===== src/rtl/audio_pwm_out.sv =====
// audio_pwm_out: sample FIFO feeding a fixed-frame PWM audio output with amp shutdown control.
// Optional AUDIO_PWM_VOLUME_EN adds a volume attenuation port applied to duty at pop time.
module audio_pwm_out #(
   parameter int PWM_BITS   = 8,
   parameter int FIFO_DEPTH = 4,
   parameter int IN_SHIFT   = 2
) (
   input  logic                          clk,
   input  logic                          rst_n,
   input  logic [15:0]                   sample_in,
   input  logic                          sample_valid,
   input  logic                          enable,
   input  logic                          clear_flags,
`ifdef AUDIO_PWM_VOLUME_EN
   input  logic [2:0]                    volume,
`endif
   output logic                          pwm_out,
   output logic                          amp_sd,
   output logic [$clog2(FIFO_DEPTH):0]   fifo_level,
   output logic                          overrun,
   output logic                          underrun
);
   localparam int AW = $clog2(FIFO_DEPTH);
   localparam logic [AW:0] FULL = (AW+1)'(FIFO_DEPTH);
   localparam logic [AW:0] HALF = (AW+1)'(FIFO_DEPTH / 2);
   localparam logic [15:0] DMAX = 16'((1 << PWM_BITS) - 1);

   typedef enum logic [1:0] {IDLE, PRIME, RUN} state_t;

   state_t                state_q;
   logic [PWM_BITS-1:0]   cnt_q, duty_q, sat, duty_new;
   logic [AW-1:0]         wr_q, wr_d, rd_q, rd_d;
   logic [AW:0]           level_q, level_d;
   logic                  pwm_q, amp_q, ovr_q, ovr_d, und_q, und_d;
   logic                  frame_end, pop, push_req, push;
   logic [15:0]           shifted;
   logic [15:0]           mem_q [FIFO_DEPTH];

   always_comb begin
      frame_end = state_q == RUN && cnt_q == '1;
      pop       = enable && ((state_q == PRIME && level_q >= HALF) || (frame_end && level_q != '0));
      push_req  = enable && sample_valid && state_q != IDLE;
      // a full FIFO still accepts a push when the same cycle frees an entry
      push      = push_req && (level_q != FULL || pop);
      wr_d      = enable ? wr_q + AW'(push) : '0;
      rd_d      = enable ? rd_q + AW'(pop) : '0;
      level_d   = enable ? level_q + (AW+1)'(push) - (AW+1)'(pop) : '0;
      ovr_d     = (ovr_q && !clear_flags) || (push_req && level_q == FULL && !pop);
      und_d     = (und_q && !clear_flags) || (enable && frame_end && level_q == '0);
      shifted   = mem_q[rd_q] >> IN_SHIFT;
      sat       = shifted > DMAX ? '1 : shifted[PWM_BITS-1:0];
`ifdef AUDIO_PWM_VOLUME_EN
      duty_new  = sat >> volume;
`else
      duty_new  = sat;
`endif
   end

   always_ff @(posedge clk)
      if (push) mem_q[wr_q] <= sample_in;

   always_ff @(posedge clk or negedge rst_n)
      if (!rst_n) begin
         state_q <= IDLE;
         cnt_q   <= '0;
         duty_q  <= '0;
         wr_q    <= '0;
         rd_q    <= '0;
         level_q <= '0;
         pwm_q   <= 1'b0;
         amp_q   <= 1'b0;
         ovr_q   <= 1'b0;
         und_q   <= 1'b0;
      end else begin
         wr_q    <= wr_d;
         rd_q    <= rd_d;
         level_q <= level_d;
         ovr_q   <= ovr_d;
         und_q   <= und_d;
         amp_q   <= enable;
         pwm_q   <= enable && state_q == RUN && cnt_q < duty_q;
         if (!enable) begin
            state_q <= IDLE;
            cnt_q   <= '0;
         end else
            case (state_q)
               IDLE:  state_q <= PRIME;
               PRIME: if (pop) begin
                  state_q <= RUN;
                  cnt_q   <= '0;
                  duty_q  <= duty_new;
               end
               RUN: begin
                  cnt_q <= cnt_q + 1'b1;
                  if (pop) duty_q <= duty_new;
               end
               default: state_q <= IDLE;
            endcase
      end

   assign pwm_out    = pwm_q;
   assign amp_sd     = amp_q;
   assign fifo_level = level_q;
   assign overrun    = ovr_q;
   assign underrun   = und_q;
endmodule


===== config.mk =====
export PLATFORM = sky130hd
export DESIGN_NAME = audio_pwm_out
export DESIGN_NICKNAME = d
export VERILOG_FILES = /design/src/rtl/audio_pwm_out.sv
export SDC_FILE = /design/constraint.sdc
export NUM_CORES = 1
export LEC_CHECK = 0
export BUFFER_PORTS_ARGS = -buffer_cell sky130_fd_sc_hd__buf_4
export CAP_MARGIN = 20
export CORE_ASPECT_RATIO = 0.75
export CORE_MARGIN = 1.5
export CORE_UTILIZATION = 45
export CTS_BUF_LIST = sky130_fd_sc_hd__clkbuf_8
export DETAILED_ROUTE_END_ITERATION = 7
export SLEW_MARGIN = 5
export SYNTH_ARGS = -nofsm -noshare
export SYNTH_HDL_FRONTEND = slang
export SYNTH_SLANG_ARGS = --single-unit

===== constraint.sdc =====
create_clock -name clk -period 3.5 [get_ports clk]
set_clock_uncertainty 0.15 [all_clocks]
set_input_delay 0.525 -clock clk [delete_from_list [all_inputs] [get_ports clk]]
set_output_delay 0.525 -clock clk [all_outputs]
set_load 0.005 [all_outputs]

==> flow_summary_export.csv <==
group,metric,value,unit
run_status,status,"finished, final reports clean",
synthesis,yosys_warnings,0,
pwr,leakage,1.71,nW
routing,viasPerCell,5.29,
routing,drc_errors,0,
synthesis,ys_seq_area_share,65.8,%
grt,track_usage,16.6,%
synthesis,ys_top_cells_by_area,"edfxtp_1 46%, dfrtp_1 20%, ha_1 5.8%",
pwr,comb_power_share,14.1,%
cts,cts_tree,"done",
cts,clk_pin_slew,80,ps
placed_design,placed_area,4010,µm²
timing,fin_crit,2950,ps
timing,finalSetupViolations,0,
floorplanning,die_w,107,µm
worst_setup_path,setup.worst_path.start_class,"flop",
cts,cts_buffers,9,
layout,multi_input_area,1150,µm²
synthesis,netlist.area_leader.share,46.0,%
cts,cts-root-buf,"clkbuf_8",
layout,design_area,4200,µm²
floorplanning,die_y,81.1,µm
timing,final.setup.tns,0,ps
synthesis,ys_types,47,
synthesis,syn_avg_cell_area,14.8,µm²
grt,antenna_found_initial,0,
timing,slew_violations,0,
placed_design,port_buffers,25,
worst_setup_path,endpoint_kind,"flop",
routing,dr.first_iter.drc_count,68,
pwr,peakVddDrop,259,µV
timing,fin_crit_sh,84.3,%
worst_setup_path,path_class,"flop to flop",
job,maxCapViolations,0,
cts,ctsResizeCount,0,
floorplanning,core,7880,µm²
grt,grt_pass1_vias,2074,
floorplanning,start_util,46.4,%
routing,postRouteAntennaNets,0,
timing,rsz0062_at_grt,"false",
routing,num_vias,2091,
synthesis,yosys.area.top_type,"edfxtp_1",
grt,grt_max_degree,30,
timing,max_slew_margin,53.6,%
synthesis,synthCells,248,
pwr,power.internal,0.00158,W
timing,hold_violations,0,
floorplanning,die-area,8690,µm²
timing,hold_slack,226,ps
placed_design,place.gp.congestion,0.785,
synthesis,dominantRegCellSynth,"edfxtp_1",
cts,insertion_delay,340,ps
worst_setup_path,crit_path_max_fanout,6,
floorplanning,io_pins,28,
worst_setup_path,worstPathArrival,3030,ps
timing,worst_slew_pin_slew,696,ps
synthesis,async_flop_share,34.1,%
routing,dr.pass1.iters,4,
placed_design,dp_worst_setup_slack,546,ps
synthesis,synthesis.nets,287,
worst_setup_path,crit_required,3580,ps
pwr,clockPowerShare,30.7,%
pwr,swShare,24.8,%
grt,grt_pass1_wl,10700,µm
timing,fmax,0.339,GHz
cts,cts.sinks,85,
grt,grt-ovfl-total,0,
layout,syn_to_final_growth,14.8,%
cts,htree_levels,3,
synthesis,syn-cell-area,3660,µm²
layout,insertedDiodeCount,0,
layout,drive_above_1_share,21.7,%
hold_path,hp-class,"input pin to flop",
timing,timing.final.ws_setup,548,ps
pwr,pwr-share-seq,55.2,%
placed_design,dp_hpwl,4430,µm
worst_setup_path,ff2ff_setup_slack,550,ps
synthesis,synth_edf_count,56,
layout,final_nets,325,
cts,clk_path_buf_depth,2,
pwr,cellPowerDensity,500,nW/µm²
floorplanning,rows,28,
pwr,p_sw,0.000521,W
layout,fillerInstances,665,
routing,wl_per_cell,16.4,µm
layout,regArea,2410,µm²
routing,routed_wl,6480,µm
layout,finish.utilization,53.3,%
synthesis,synth-seq-cells,85,
## synthesized netlist by cell type (all sizes together), types with 2 or more instances
cell type and count:
o22ai 5, and2 9, o21ai 2, nor4 4, nand2 5, nand3 9, dfrtp 29, clkbuf 2
a21o 2, nand2b 3, inv 25, buf 2, edfxtp 56, nand4 3, and3 2, a21oi 10
o31ai 2, nor2 8, mux4 8, o32ai 2, o2bb2ai 2, mux2i 7, xor2 3, a31oi 2
ha 17, nor2b 3, nor3 6, a221oi 7
## stage by stage
step | power, W | cells
2_1_floorplan | 0.00137 | 248
6_report | 0.00210 | 395
4_1_cts | 0.00213 | 395
3_3_place_gp | 0.00147 | 379
3_5_place_dp | 0.00148 | 379
5_1_grt | 0.00221 | 395
## sequential cells by signal, indices dropped and copies added, names as in the netlist
signal,flops
amp_sd,1
cnt_q,8
duty_q,8
fifo_level,3
mem_q,56
overrun,1
pwm_out,1
rd_q,2
state_q,2
underrun,1
wr_q,2
## power groups by stage
stage          registers, W  logic, W  clock network [W]
2_1_floorplan       0.00117  0.000199                  0
5_1_grt             0.00116  0.000341           0.000702
6_report            0.00116  0.000296           0.000645
3_5_place_dp        0.00118  0.000293                  0
4_1_cts             0.00116  0.000299           0.000667
3_3_place_gp        0.00118  0.000292                  0
## logic make-up (layout without fill, tap and decap cells)
group / after synthesis / count (layout) / share of synthesized area [%]
buffers and inverters: 29 / 71 / 3.21
DFF: 85 / 85 / 65.8
xor gates and xnor gates: 3 / 3 / 0.718
AOI/OAI and AO/OA: 43 / 43 / 8.62
adders and majority gates: 18 / 18 / 6.36
and+or+nand+nor: 54 / 54 / 8.14
muxes: 16 / 16 / 7.15
## final cells by class
cell class,count,area share (%)
sequential,85,57.3
multi-input combinational,134,27.5
timing repair buffer,31,5.60
tap,105,3.13
clock buffer,9,2.95
inverter,25,2.23
clock inverter,6,1.34
## worst max-delay path: stages (launching register included)
cell	delay, ps
dfrtp_1	400
ha_1	260
nand4_1	190
o32ai_2	430
o2111ai_1	220
ha_1	300
inv_1	50
ha_1	130
inv_1	40
fa_1	370
xor2_1	160
and2_1	150
## cells in the final DEF (no fill, tap or decap), drive strengths merged, types with 5 or more instances in the layout
master,synthesis,final
nor3,6,6
and2,9,9
dfrtp,29,29
mux2i,7,7
clkbuf,2,9
ha,17,17
buf,2,30
edfxtp,56,56
nor2,8,8
a21oi,10,10
inv,25,26
mux4,8,8
nand3,9,9
o22ai,5,5
a221oi,7,7
nand2,5,5
## metal layers
metal / vias up / routed length (µm) / GRT usage [%]
met2: 41 / 2770 / 23.8
met5: - / 0 / 0
li1: 1023 / - / -
met4: 0 / 27 / 2.80
met3: 2 / 298 / 5.46
met1: 1025 / 3380 / 25.1
## repair_timing
item,in CTS,in global routing
hold buffers,1,0
hold endpoints to repair,29,0
setup buffers,0,0
## final timing paths
kind	start	to	cells past startpoint
min	clear_flags	underrun	2
min in group asynchronous	rst_n	amp_sd	2
max reg2reg	cnt_q[0]	fifo_level[2]	11
min reg2reg	overrun	overrun	2
max	cnt_q[0]	fifo_level[2]	11
max in group asynchronous	rst_n	wr_q[1]	2
Note: power is estimated with default switching activity, not from simulation.
